[src/rtl/rfphoenix_insn_queue.sv]
//------------------------------------------------------------------------------
// Module      : rfphoenix_insn_queue
// Description : Fetch-to-decoder instruction queue that fuses each instruction
//               with an immediately following postfix word and drops orphans.
//               Optional statistics counters: define RFPHX_IQ_STATS_EN.
// Revision    : 1.0 - initial release
//------------------------------------------------------------------------------
`default_nettype none

module rfphoenix_insn_queue #(
    parameter int                 DEPTH   = 8,
    parameter int                 INSN_W  = 40,
    parameter int                 OPC_W   = 7,
    // Defaults to all-ones; override with rfPhoenixPkg::PFX at integration.
    parameter logic [OPC_W-1:0]   PFX_OPC = {OPC_W{1'b1}},
    parameter int                 LA_TMO  = 4
) (
    input  logic              clk_i,
    input  logic              rst_ni,
    input  logic              flush_i,
    input  logic              fv_i,
    input  logic [INSN_W-1:0] fword_i,
    output logic              fready_o,
    output logic              dv_o,
    output logic [INSN_W-1:0] ir_o,
    output logic [INSN_W-1:0] pfx_o,
    input  logic              dready_i,
    output logic              orphan_o
`ifdef RFPHX_IQ_STATS_EN
   ,output logic [31:0]       stat_issued_o,
    output logic [31:0]       stat_fused_o,
    output logic [15:0]       stat_orphan_o
`endif
);

    localparam int AW = $clog2(DEPTH);
    localparam int CW = AW + 1;
    localparam int TW = $clog2(LA_TMO + 1);

    logic [INSN_W-1:0] mem_q [DEPTH];
    logic [AW-1:0]     rd_q, rd_d, wr_q, wr_d;
    logic [CW-1:0]     count_q, count_d;
    logic [TW-1:0]     tmo_q, tmo_d;
    logic              fready_q, fready_d;
    logic              lone_q, lone_d;

    logic [INSN_W-1:0] head, nxt;
    logic              head_pfx, nxt_pfx, cnt_one, cnt_ge1, cnt_ge2;
    logic              orphan, pair, push;
    logic [1:0]        popn;

    assign head     = mem_q[rd_q];
    assign nxt      = mem_q[rd_q + AW'(1)];
    assign head_pfx = (head[OPC_W-1:0] == PFX_OPC);
    assign nxt_pfx  = (nxt[OPC_W-1:0] == PFX_OPC);
    assign cnt_ge1  = (count_q != '0);
    assign cnt_ge2  = (count_q >= CW'(2));
    assign cnt_one  = (count_q == CW'(1));

    always_comb begin
        dv_o   = 1'b0;
        ir_o   = '0;
        pfx_o  = '0;
        orphan = 1'b0;
        pair   = 1'b0;
        if (cnt_ge1 && head_pfx) begin
            orphan = 1'b1;
        end else if (cnt_ge2) begin
            dv_o = 1'b1;
            ir_o = head;
            // Once a lone issue has been offered it stays lone, even if a postfix lands behind it.
            if (nxt_pfx && !lone_q) begin
                pair  = 1'b1;
                pfx_o = nxt;
            end
        end else if (cnt_one && (tmo_q == TW'(LA_TMO))) begin
            dv_o = 1'b1;
            ir_o = head;
        end
    end

    always_comb begin
        popn = 2'd0;
        if (flush_i)
            popn = 2'd0;
        else if (orphan)
            popn = 2'd1;
        else if (dv_o && dready_i)
            popn = pair ? 2'd2 : 2'd1;

        push    = fv_i && fready_q && !flush_i;
        count_d = count_q + CW'(push) - CW'(popn);
        rd_d    = rd_q + AW'(popn);
        wr_d    = wr_q + AW'(push);
        lone_d  = !flush_i && dv_o && !dready_i && !pair;

        tmo_d = tmo_q;
        if (flush_i || (popn != 2'd0) || !cnt_one || head_pfx)
            tmo_d = '0;
        else if (tmo_q != TW'(LA_TMO))
            tmo_d = tmo_q + TW'(1);

        if (flush_i) begin
            count_d = '0;
            rd_d    = '0;
            wr_d    = '0;
        end
        fready_d = (count_d < CW'(DEPTH));
    end

    always_ff @(posedge clk_i or negedge rst_ni) begin
        if (!rst_ni) begin
            rd_q     <= '0;
            wr_q     <= '0;
            count_q  <= '0;
            tmo_q    <= '0;
            fready_q <= 1'b0;
            lone_q   <= 1'b0;
        end else begin
            rd_q     <= rd_d;
            wr_q     <= wr_d;
            count_q  <= count_d;
            tmo_q    <= tmo_d;
            fready_q <= fready_d;
            lone_q   <= lone_d;
        end
    end

    always_ff @(posedge clk_i) begin
        if (push)
            mem_q[wr_q] <= fword_i;
    end

    assign fready_o = fready_q;
    assign orphan_o = orphan && !flush_i;

`ifdef RFPHX_IQ_STATS_EN
    logic [31:0] issued_q, fused_q;
    logic [15:0] orph_q;

    always_ff @(posedge clk_i or negedge rst_ni) begin
        if (!rst_ni) begin
            issued_q <= '0;
            fused_q  <= '0;
            orph_q   <= '0;
        end else begin
            if (dv_o && dready_i && !flush_i) issued_q <= issued_q + 32'd1;
            if (dv_o && dready_i && !flush_i && pair) fused_q <= fused_q + 32'd1;
            if (orphan_o) orph_q <= orph_q + 16'd1;
        end
    end

    assign stat_issued_o = issued_q;
    assign stat_fused_o  = fused_q;
    assign stat_orphan_o = orph_q;
`endif

endmodule

`default_nettype wire

[config.mk]
export PLATFORM = sky130hd
export DESIGN_NAME = rfphoenix_insn_queue
export DESIGN_NICKNAME = d
export VERILOG_FILES = /design/src/rtl/rfphoenix_insn_queue.sv
export SDC_FILE = /design/constraint.sdc
export NUM_CORES = 1
export LEC_CHECK = 0
export ABC_CLOCK_PERIOD_IN_PS = 5300
export CORE_AREA = 2 2 230 232
export DETAILED_ROUTE_END_ITERATION = 12
export DIE_AREA = 0 0 232 234
export PLACE_DENSITY = 0.56
export SLEW_MARGIN = 20
export SYNTH_ARGS = -nofsm -noshare
export SYNTH_HDL_FRONTEND = slang
export SYNTH_SLANG_ARGS = --single-unit
[constraint.sdc]
create_clock -name clk_i -period 5.3 [get_ports clk_i]
set_clock_uncertainty 0.1 [all_clocks]
set_input_delay 1.06 -clock clk_i [delete_from_list [all_inputs] [get_ports clk_i]]
set_output_delay 1.06 -clock clk_i [all_outputs]
set_load 0.1 [all_outputs]
Word-level counts from Yosys, hierarchy flattened
Memory sizes are Yosys's and may differ from the RTL's.
Index checks and enable logic that the tools add are counted.
{"block": "totals", "regBits": 15, "latchBits": 0, "ramBits": 320, "mem_bits_ro": 0, "input_bits": 45, "out_inout_bits": 83, "word_cells": 65, "memories": 1}
{"memory": "mem_q", "depth": 8, "word_bits": 40, "read_ports": 2, "rd_ports_with_merged_regs": 0, "wr": 1, "line": "40", "text": "logic [INSN_W-1:0] mem_q [DEPTH];"}
{"block": "op_classes", "n_addsub": 6, "n_mul": 0, "n_div": 0, "n_lt_le_gt_ge": 2, "eq_ne": 5, "shifts": 0, "mux": 24, "bitwise_logic": 0, "n_reduce_logical": 21}
{"op": "$mux W40", "count": 6}
{"op": "$eq A7 B7 Y1 const B", "count": 2}
{"op": "$mux W3", "count": 4}
{"op": "$logic_and A1 B1 Y1", "count": 10}
{"op": "$mux W1", "count": 9}
{"op": "$mux W2", "count": 4}
{"op": "$add A3 B1 Y3 const B", "count": 2}
{"op": "$logic_not A1 Y1", "count": 5}
{"op": "$add A4 B1 Y4", "count": 1}
{"op": "$eq A4 B1 Y1 const B", "count": 1}
{"op": "$ge A4 B2 Y1 const B", "count": 1}
{"op": "$lt A4 B4 Y1 const B", "count": 1}
{"op": "$mux W4", "count": 1}
{"op": "$reduce_bool A2 Y1", "count": 2}
{"op": "$reduce_bool A4 Y1", "count": 1}
{"op": "$sub A4 B2 Y4", "count": 1}
{"op": "$add A3 B1 Y3", "count": 1}
{"op": "$add A3 B2 Y3", "count": 1}
{"op": "$eq A3 B3 Y1 const B", "count": 1}
{"op": "$logic_or A1 B1 Y1", "count": 3}
{"op": "$ne A3 B3 Y1 const B", "count": 1}

Logic depth before layout (Yosys ltp)
Gate-level depths: netlist of run 1.
An unclocked memory read counts as a cell.
{"block": "depth", "word_depth": 16, "depth_mapped": 17, "depth_no_buf": 16}

Worst setup path after synthesis of run 1
Ideal clock, no wire load.
{"block": "synth_timing", "kind": "reg2out", "start": "register rd_q[0]", "end": "output port pfx_o[33]", "arrival_time_ns": 3.886, "required_time_ns": 4.140, "setup_slack_ns": 0.254, "stages_incl_launch_ff": 8, "n_path_buf": 3, "path_cell_list": "dfrtp_1 -> ha_1 -> clkbuf_1 -> clkbuf_1 -> buf_1 -> mux4_2 -> nand2_1 -> a21oi_1"}
{"block": "synth_between", "elab_chain_len": 7, "word_cells_on_any_way": 9, "cone_classes": "add/sub: 1; eq/ne: 2; mux: 3; reduce/logical: 2; memory: 1"}
{"item": "start: declaration", "line": "41", "text": "logic [AW-1:0] rd_q, rd_d, wr_q, wr_d;"}
{"item": "start signal: assignment", "line": "120", "text": "rd_q <= rd_d;"}
{"item": "$add A3 B1 Y3", "line": "53", "text": "assign nxt = mem_q[rd_q + AW'(1)];"}
{"item": "$mem_v2 Z8 W40 (*)"}
{"item": "$eq A7 B7 Y1", "line": "55", "text": "assign nxt_pfx = (nxt[OPC_W-1:0] == PFX_OPC);"}
{"item": "$logic_and A1 B1 Y1", "line": "72", "text": "if (nxt_pfx && !lone_q) begin"}
{"item": "$mux W40", "line": "72"}
{"item": "$mux W40", "line": "68", "text": "end else if (cnt_ge2) begin"}
{"item": "$mux W40 (*)", "line": "66", "text": "if (cnt_ge1 && head_pfx) begin"}
{"item": "end: declaration", "line": "26", "text": "output logic [INSN_W-1:0] pfx_o,"}
Mark *: on every way between the ends. The rest lies on a longest branch, timed or not.

Worst setup path in the final report of run 1
{"block": "layout_timing", "start": "register rd_q[2]", "end": "output port pfx_o[39]"}
The elaborated chain is that of the path after synthesis.

==> metrics.md, run 1 <==
| Metric | Value |
|---|---|
| Unique masters post-synth | `between 40 and 50` |
| CTS tree | `yes` |
| Gr usage total | `0.151` |
| Sequential fraction of the synthesis area | `0.651` |
| Clock Tree Buf Depth | `3` |
| Top post-synthesis cells by area | `edfxtp_1, mux4_2, nand2_1` |
| Worst VDD drop | `0.357 mV` |
| Reg2Reg Depth | `13` |
| Final hold violation count | `0` |
| Area Overhead vs Synth | `27.5%` |
| Starting Density | `0.295` |
| GRT busiest layer | `met2` |
| Largest net degree at the start of global routing | `58` |
| Final Setup Violations | `0` |
| RSZ-0062 raised after global routing | `false` |
| Syn nets | `936` |
| Layout cells sized above 1 | `0.309` |
| Critical Path Fanout Max | `24` |
| CP cell instances | `mux4_1 -> mux2i_1 -> or4_4 -> nor4_4 -> o2bb2ai_4 -> buf_4 -> a21oi_1 -> buf_12` |
| Slowest CP cell | `dfrtp_4` |
| Post-Synthesis Cell Area | `15,300 sq um` |
| Pwr/cell area | `465 nW/um^2` |
| Gr ovfl total | `0` |
| Vias per cell | `5.09` |
| Final wirelength | `between 40,000 and 50,000 microns` |
| Drc violations | `0` |
| H-tree depth | `2` |
| Final setup TNS | `0 ns` |
| Synth area leader | `edfxtp_1` |
| Gpl congestion | `0.776` |
| Initial DRT Pass Iterations | `5` |
| Final net count | `approximately 1.1k` |
| Period utilisation layout | `0.975` |
| Met3 Usage GRT | `0.0304` |
| CP required | `4.14 ns` |
| Synth async-reset ratio | `0.0448` |
| First-pass GRT wire length | `60,400 microns` |
| Worst path arrival time | `4.01 ns` |
| Crit path kind | `reg -> out` |
| Synthesis Warnings | `0` |
| Top post-synthesis cells by count | `edfxtp_1, nand2_1, mux4_2` |
| Hold buffer count at CTS | `0` |
| Cell with the most instances after synthesis | `edfxtp_1` |
| Die W | `~230 microns` |
| Number of flops mapped to enable cells by yosys | `320` |
| Tightest Pin Transition | `between 0.9 and 1 ns` |
| Top cell type's share of synthesized area | `0.627` |
| DP Worst Slack | `0.515 ns` |
| Num CTS Buffers | `36` |
| Die H | `234 microns` |
| Met1 Use GR | `0.210` |
| Fin crit period | `5.17 ns` |
| Status | `complete, no violations` |
| Routed len/inst | `about 23 microns` |
| Die area | `54,300 sq um` |
| FMAX | `0.194 GHz` |
| Vias in the first global route | `9,294` |
| Most common flop cell mapped by yosys | `edfxtp_1` |
| Max-cap viol count | `0` |
| Mapped Cells | `879` |
| Max-slew violations | `0` |
| Met2 Resource Use GR | `0.241` |
| Final WS setup | `0.133 ns` |
| Core box area | `52,000 sq um` |
| Leak | `0.00628 uW` |
| Initial antenna violation count | `2` |
| PortBufs | `127` |
| Worst Hold Class | `reg -> reg` |
| Vias | `8,798` |
| Max_slew headroom | `0.336` |
| Syn avg cell area | `17.4 sq um` |
| Clock slew seen by the registers of the worst setup and hold paths | `0.06 ns` |
| Largest stage delay on the critical path | `0.64 ns` |
| I/O pin count | `roughly 130` |
| Hold depth | `1` |
| FILL cells | `roughly 4.7k` |
| Antenna diodes | `0` |
| Worst setup SP type | `flop` |
| FF+latch count, synth | `335` |
| Post-DP HPWL | `24,800 microns` |
| Final Power | `~9100 uW` |
| First DRT Iteration DRCs | `691` |
| Final ANT Viol Nets | `0` |
| CTS sink cnt | `335` |
| # rows | `84` |
| Crit. End Element | `output pin` |
| Clk_lat worst skew | `0.52 ns` |
| Root Buffer Master | `clkbuf_16` |
[cell type report]
class	count	area (sq um)	area share
sequential	335	10000	0.511
inverter	15	56.3	0.00288
timing repair buffer	156	2380	0.122
clock inverter	16	136	0.00698
clock buffer	47	963	0.0493
multi-input combinational	470	5150	0.264
tap	688	861	0.0440
[through the flow]
stage                     cells  hold WS [ns]   util  cell area [sq um]
after floorplan             879         0.416      -              15300
after global placement     1662         0.439  0.353              18400
after detailed placement   1662         0.442  0.353              18400
final                      1727         0.450  0.376              19600
after CTS                  1726         0.453  0.375              19500
after global routing       1727         0.487  0.376              19600
[placed cells by master (no fill, tap or decap), drive strengths merged, types with 7 or more instances in the layout]
cell and count:
clkinv 11, clkdlybuf4s50 45, dfrtp 15, a21oi 69
nand4 10, nor2 28, inv 17, clkbuf 47
nand2 145, buf 111, mux2i 7, ha 10
mux4 148, edfxtp 320
[worst max-delay path: cells and delay by family (launching register included)]
family	cells	cell delay [ns]
compound gates	2	0.62
buf+inv	2	0.60
flops	1	0.64
mux	2	0.52
simple gates	2	1.08
[report_power, final]
| part | total [uW] | switching (uW) | internal [uW] |
|---|---|---|---|
| combinational | 3690 | 2250 | 1430 |
| sequential | 3040 | 61.6 | 2970 |
| clock | 2360 | 983 | 1380 |
[registers in the layout, indices dropped and copies added, names as in the netlist]
register,count
tmo_q,3
rd_q,3
lone_q,1
fready_o,1
wr_q,3
count_q,4
mem_q,320
[what timing repair did]
action                                  in CTS  in global routing
buffers inserted                             1                  1
resized for setup                            0                  3
endpoints found under the setup margin      22                 24
[routing by layer]
layer	part of all wire	wire length, microns
met4	0.021	865
met2	0.47	19200
met1	0.45	18100
met3	0.058	2360
met5	0.00054	22
[logic make-up (layout without fill, tap and decap cells)]
logic type                 count (synthesis)  after routing  share of synthesized area
AOI/OAI and AO/OA                         77             77                     0.0266
xor gates and xnor gates                   7              7                    0.00400
adders and majority gates                 12             12                     0.0108
buffers and inverters                     74            234                     0.0205
DFF                                      335            335                      0.651
muxes                                    157            157                      0.225
and+or+nand+nor                          217            217                     0.0618
[path summary, 6_finish.rpt]
kind,from,endpoint,slack (ns)
min in group asynchronous,rst_ni,count_q[0],0.87
worst max register to register,rd_q[2],fready_o,0.88
worst min-delay path,tmo_q[2],tmo_q[2],0.45
worst max-delay path,rd_q[2],pfx_o[39],0.13
worst min register to register,tmo_q[2],tmo_q[2],0.45
max in group asynchronous,rst_ni,rd_q[0],3.70
Note: power is estimated with default switching activity, not from simulation.
==> inputs of run 2 (changes only) <==
- REMOVE_ABC_BUFFERS: default -> 1
==> run 2 against run 1 <==
Net effect: total power grew 1.1%; worst setup slack gained 0.14 ns; worst hold slack gained 0.024 ns; global-route usage is essentially flat; cell area is essentially flat; sequential share of layout area is essentially flat; clock-buffer cell count shrank 6; routed wire length grew 0.60%; critical path type unchanged; largest cell class unchanged; largest power group unchanged.
==> metrics.md, run 2 (synthesized netlist as in run 1, its figures left out) <==
| Metric | Value |
|---|---|
| Worst setup SP type | `flop` |
| RSZ-0062 raised after global routing | `false` |
| Final WS setup | `0.275 ns` |
| Max-slew violations | `0` |
| Final hold violation count | `0` |
| CTS sink cnt | `335` |
| Crit path kind | `reg -> out` |
| FILL cells | `4,769` |
| H-tree depth | `2` |
| Final Power | `9180 uW` |
| Leak | `0.00632 uW` |
| Vias in the first global route | `9,231` |
| First-pass GRT wire length | `60,200 microns` |
| Worst path arrival time | `roughly 3.9 ns` |
| Core box area | `52,000 sq um` |
| Top reg by flops | `mem_q` |
| Final Setup Violations | `0` |
| Routed len/inst | `23.6 microns` |
| Worst VDD drop | `0.202 mV` |
| PortBufs | `about 130` |
| Area Overhead vs Synth | `27.5%` |
| Die H | `~230 microns` |
| Met3 Usage GRT | `0.0258` |
| Hold Slack | `0.474 ns` |
| Vias | `8,745` |
| Clock slew seen by the registers of the worst setup and hold paths | `0.06 ns` |
| Comb pwr share | `0.384` |
| Initial DRT Pass Iterations | `5` |
| Slowest CP cell | `dfrtp_4` |
| Tightest Pin Transition | `just over 1 ns` |
| Commonest non-fill, non-tap cell in the layout | `edfxtp_1` |
| Max_slew headroom | `0.310` |
| Setup Buffers After CTS | `0` |
| Pwr/cell area | `around 470 nW/um^2` |
| Layout cells sized above 1 | `0.318` |
| Met1 Use GR | `0.196` |
| Period utilisation layout | `0.948` |
| Largest net degree at the start of global routing | `65` |
| Clk_lat worst skew | `0.53 ns` |
| DP Worst Slack | `0.634 ns` |
| First DRT Iteration DRCs | `811` |
| Largest regs | `mem_q (320), count_q (4)` |
| Hold buffer count at CTS | `0` |
| Root Buffer Master | `clkbuf_16` |
| Gpl congestion | `~0.75` |
| FMAX | `approximately 0.2 GHz` |
| FF+latch area | `9990 sq um` |
| Post-CTS sizing | `0` |
| Worst Hold Class | `reg -> reg` |
| GRT busiest layer | `met2` |
| Critical Path Fanout Max | `34` |
| Final wirelength | `40,800 microns` |
| Largest stage delay on the critical path | `approximately 0.73 ns` |
| Max reg flops | `320` |
| Sw Ratio | `0.360` |
| Starting Density | `0.295` |
| Crit. End Element | `output pin` |
| Antenna diodes | `0` |
| Final ANT Viol Nets | `0` |
| Die W | `about 230 microns` |
| Total internal power | `5880 uW` |
| Drc violations | `0` |
| Max-cap viol count | `0` |
| Status | `complete, no violations` |
| Post-DP HPWL | `around 25,000 microns` |
| Gr ovfl total | `0` |
| Multi-input logic area | `5150 sq um` |
| Die area | `54,300 sq um` |
| Initial antenna violation count | `2` |
| Met2 Resource Use GR | `0.260` |
| Clock power frac | `0.284` |
| Fin crit period | `5.02 ns` |
| # rows | `84` |
| Sequential Power Share | `0.331` |
| I/O pin count | `128` |
| CTS tree | `yes` |
| Fin util | `0.376` |
| NetSw | `between 3000 and 4000 uW` |
| Clock Tree Buf Depth | `3` |
| CP required | `4.14 ns` |
| Gr usage total | `0.151` |
| CP cell instances | `mux4_2 -> mux2i_1 -> or4_4 -> nor4_4 -> o2bb2ai_4 -> a21oi_1 -> buf_12` |
| Vias per cell | `a little over 5` |
| Final net count | `1,073` |
| Most frequent cells in the layout | `edfxtp_1, nand2_1, mux4_2, buf_12, a21oi_1` |
| Num CTS Buffers | `36` |
[run 2: worst max-delay path, delay by kind of cell (launching register included)]
family,cells,cell delay [ns]
AND/OR/NAND/NOR,2,0.97
multiplexers,2,0.46
AO/OA/AOI/OAI,2,0.84
buffers and inverters,1,0.28
flip-flops,1,0.73
[run 2: final timing paths]
kind                           from        end  slack (ns)  depth (start not counted)
max                         rd_q[0]  pfx_o[11]        0.28                          7
min                        tmo_q[2]   tmo_q[2]        0.47                          1
max reg2reg                 rd_q[0]   fready_o        0.87                         13
min reg2reg                tmo_q[2]   tmo_q[2]        0.47                          1
max in group asynchronous    rst_ni    rd_q[0]        3.64                          1
min in group asynchronous    rst_ni   fready_o        0.89                          1
[run 2: through the flow]
stage / setup TNS [ns] / instances / instance area [sq um]
finish: 0 / 1732 / 19600
CTS: 0 / 1732 / 19500
detailed placement: 0 / 1666 / 18300
global route: 0 / 1732 / 19600
floorplan: -457.60 / 820 / 15100
global placement: 0 / 1666 / 18300
[run 2: power groups by stage]
stage	sequential [uW]	clock, uW	combinational [uW]
after detailed placement	3100	0	3570
final	3040	2610	3530
after global routing	3050	2790	3710
after floorplan	3210	0	2520
after CTS	3040	2680	3580
after global placement	3090	0	3560
[run 2: layer usage]
layer  up-vias  share of wire
met2       252           0.51
met3        63          0.052
met5         -        0.00066
li1       3803              -
met4         4          0.020
met1      4623           0.42
[run 2: final cells by class]
cell class | count | share of cell area
Sequential cell | 335 | 0.511
Multi-Input combinational cell | 470 | 0.264
Timing Repair Buffer | 158 | 0.115
Clock buffer | 41 | 0.0481
Tap cell | 688 | 0.0440
Clock inverter | 25 | 0.0152
Inverter | 15 | 0.00288
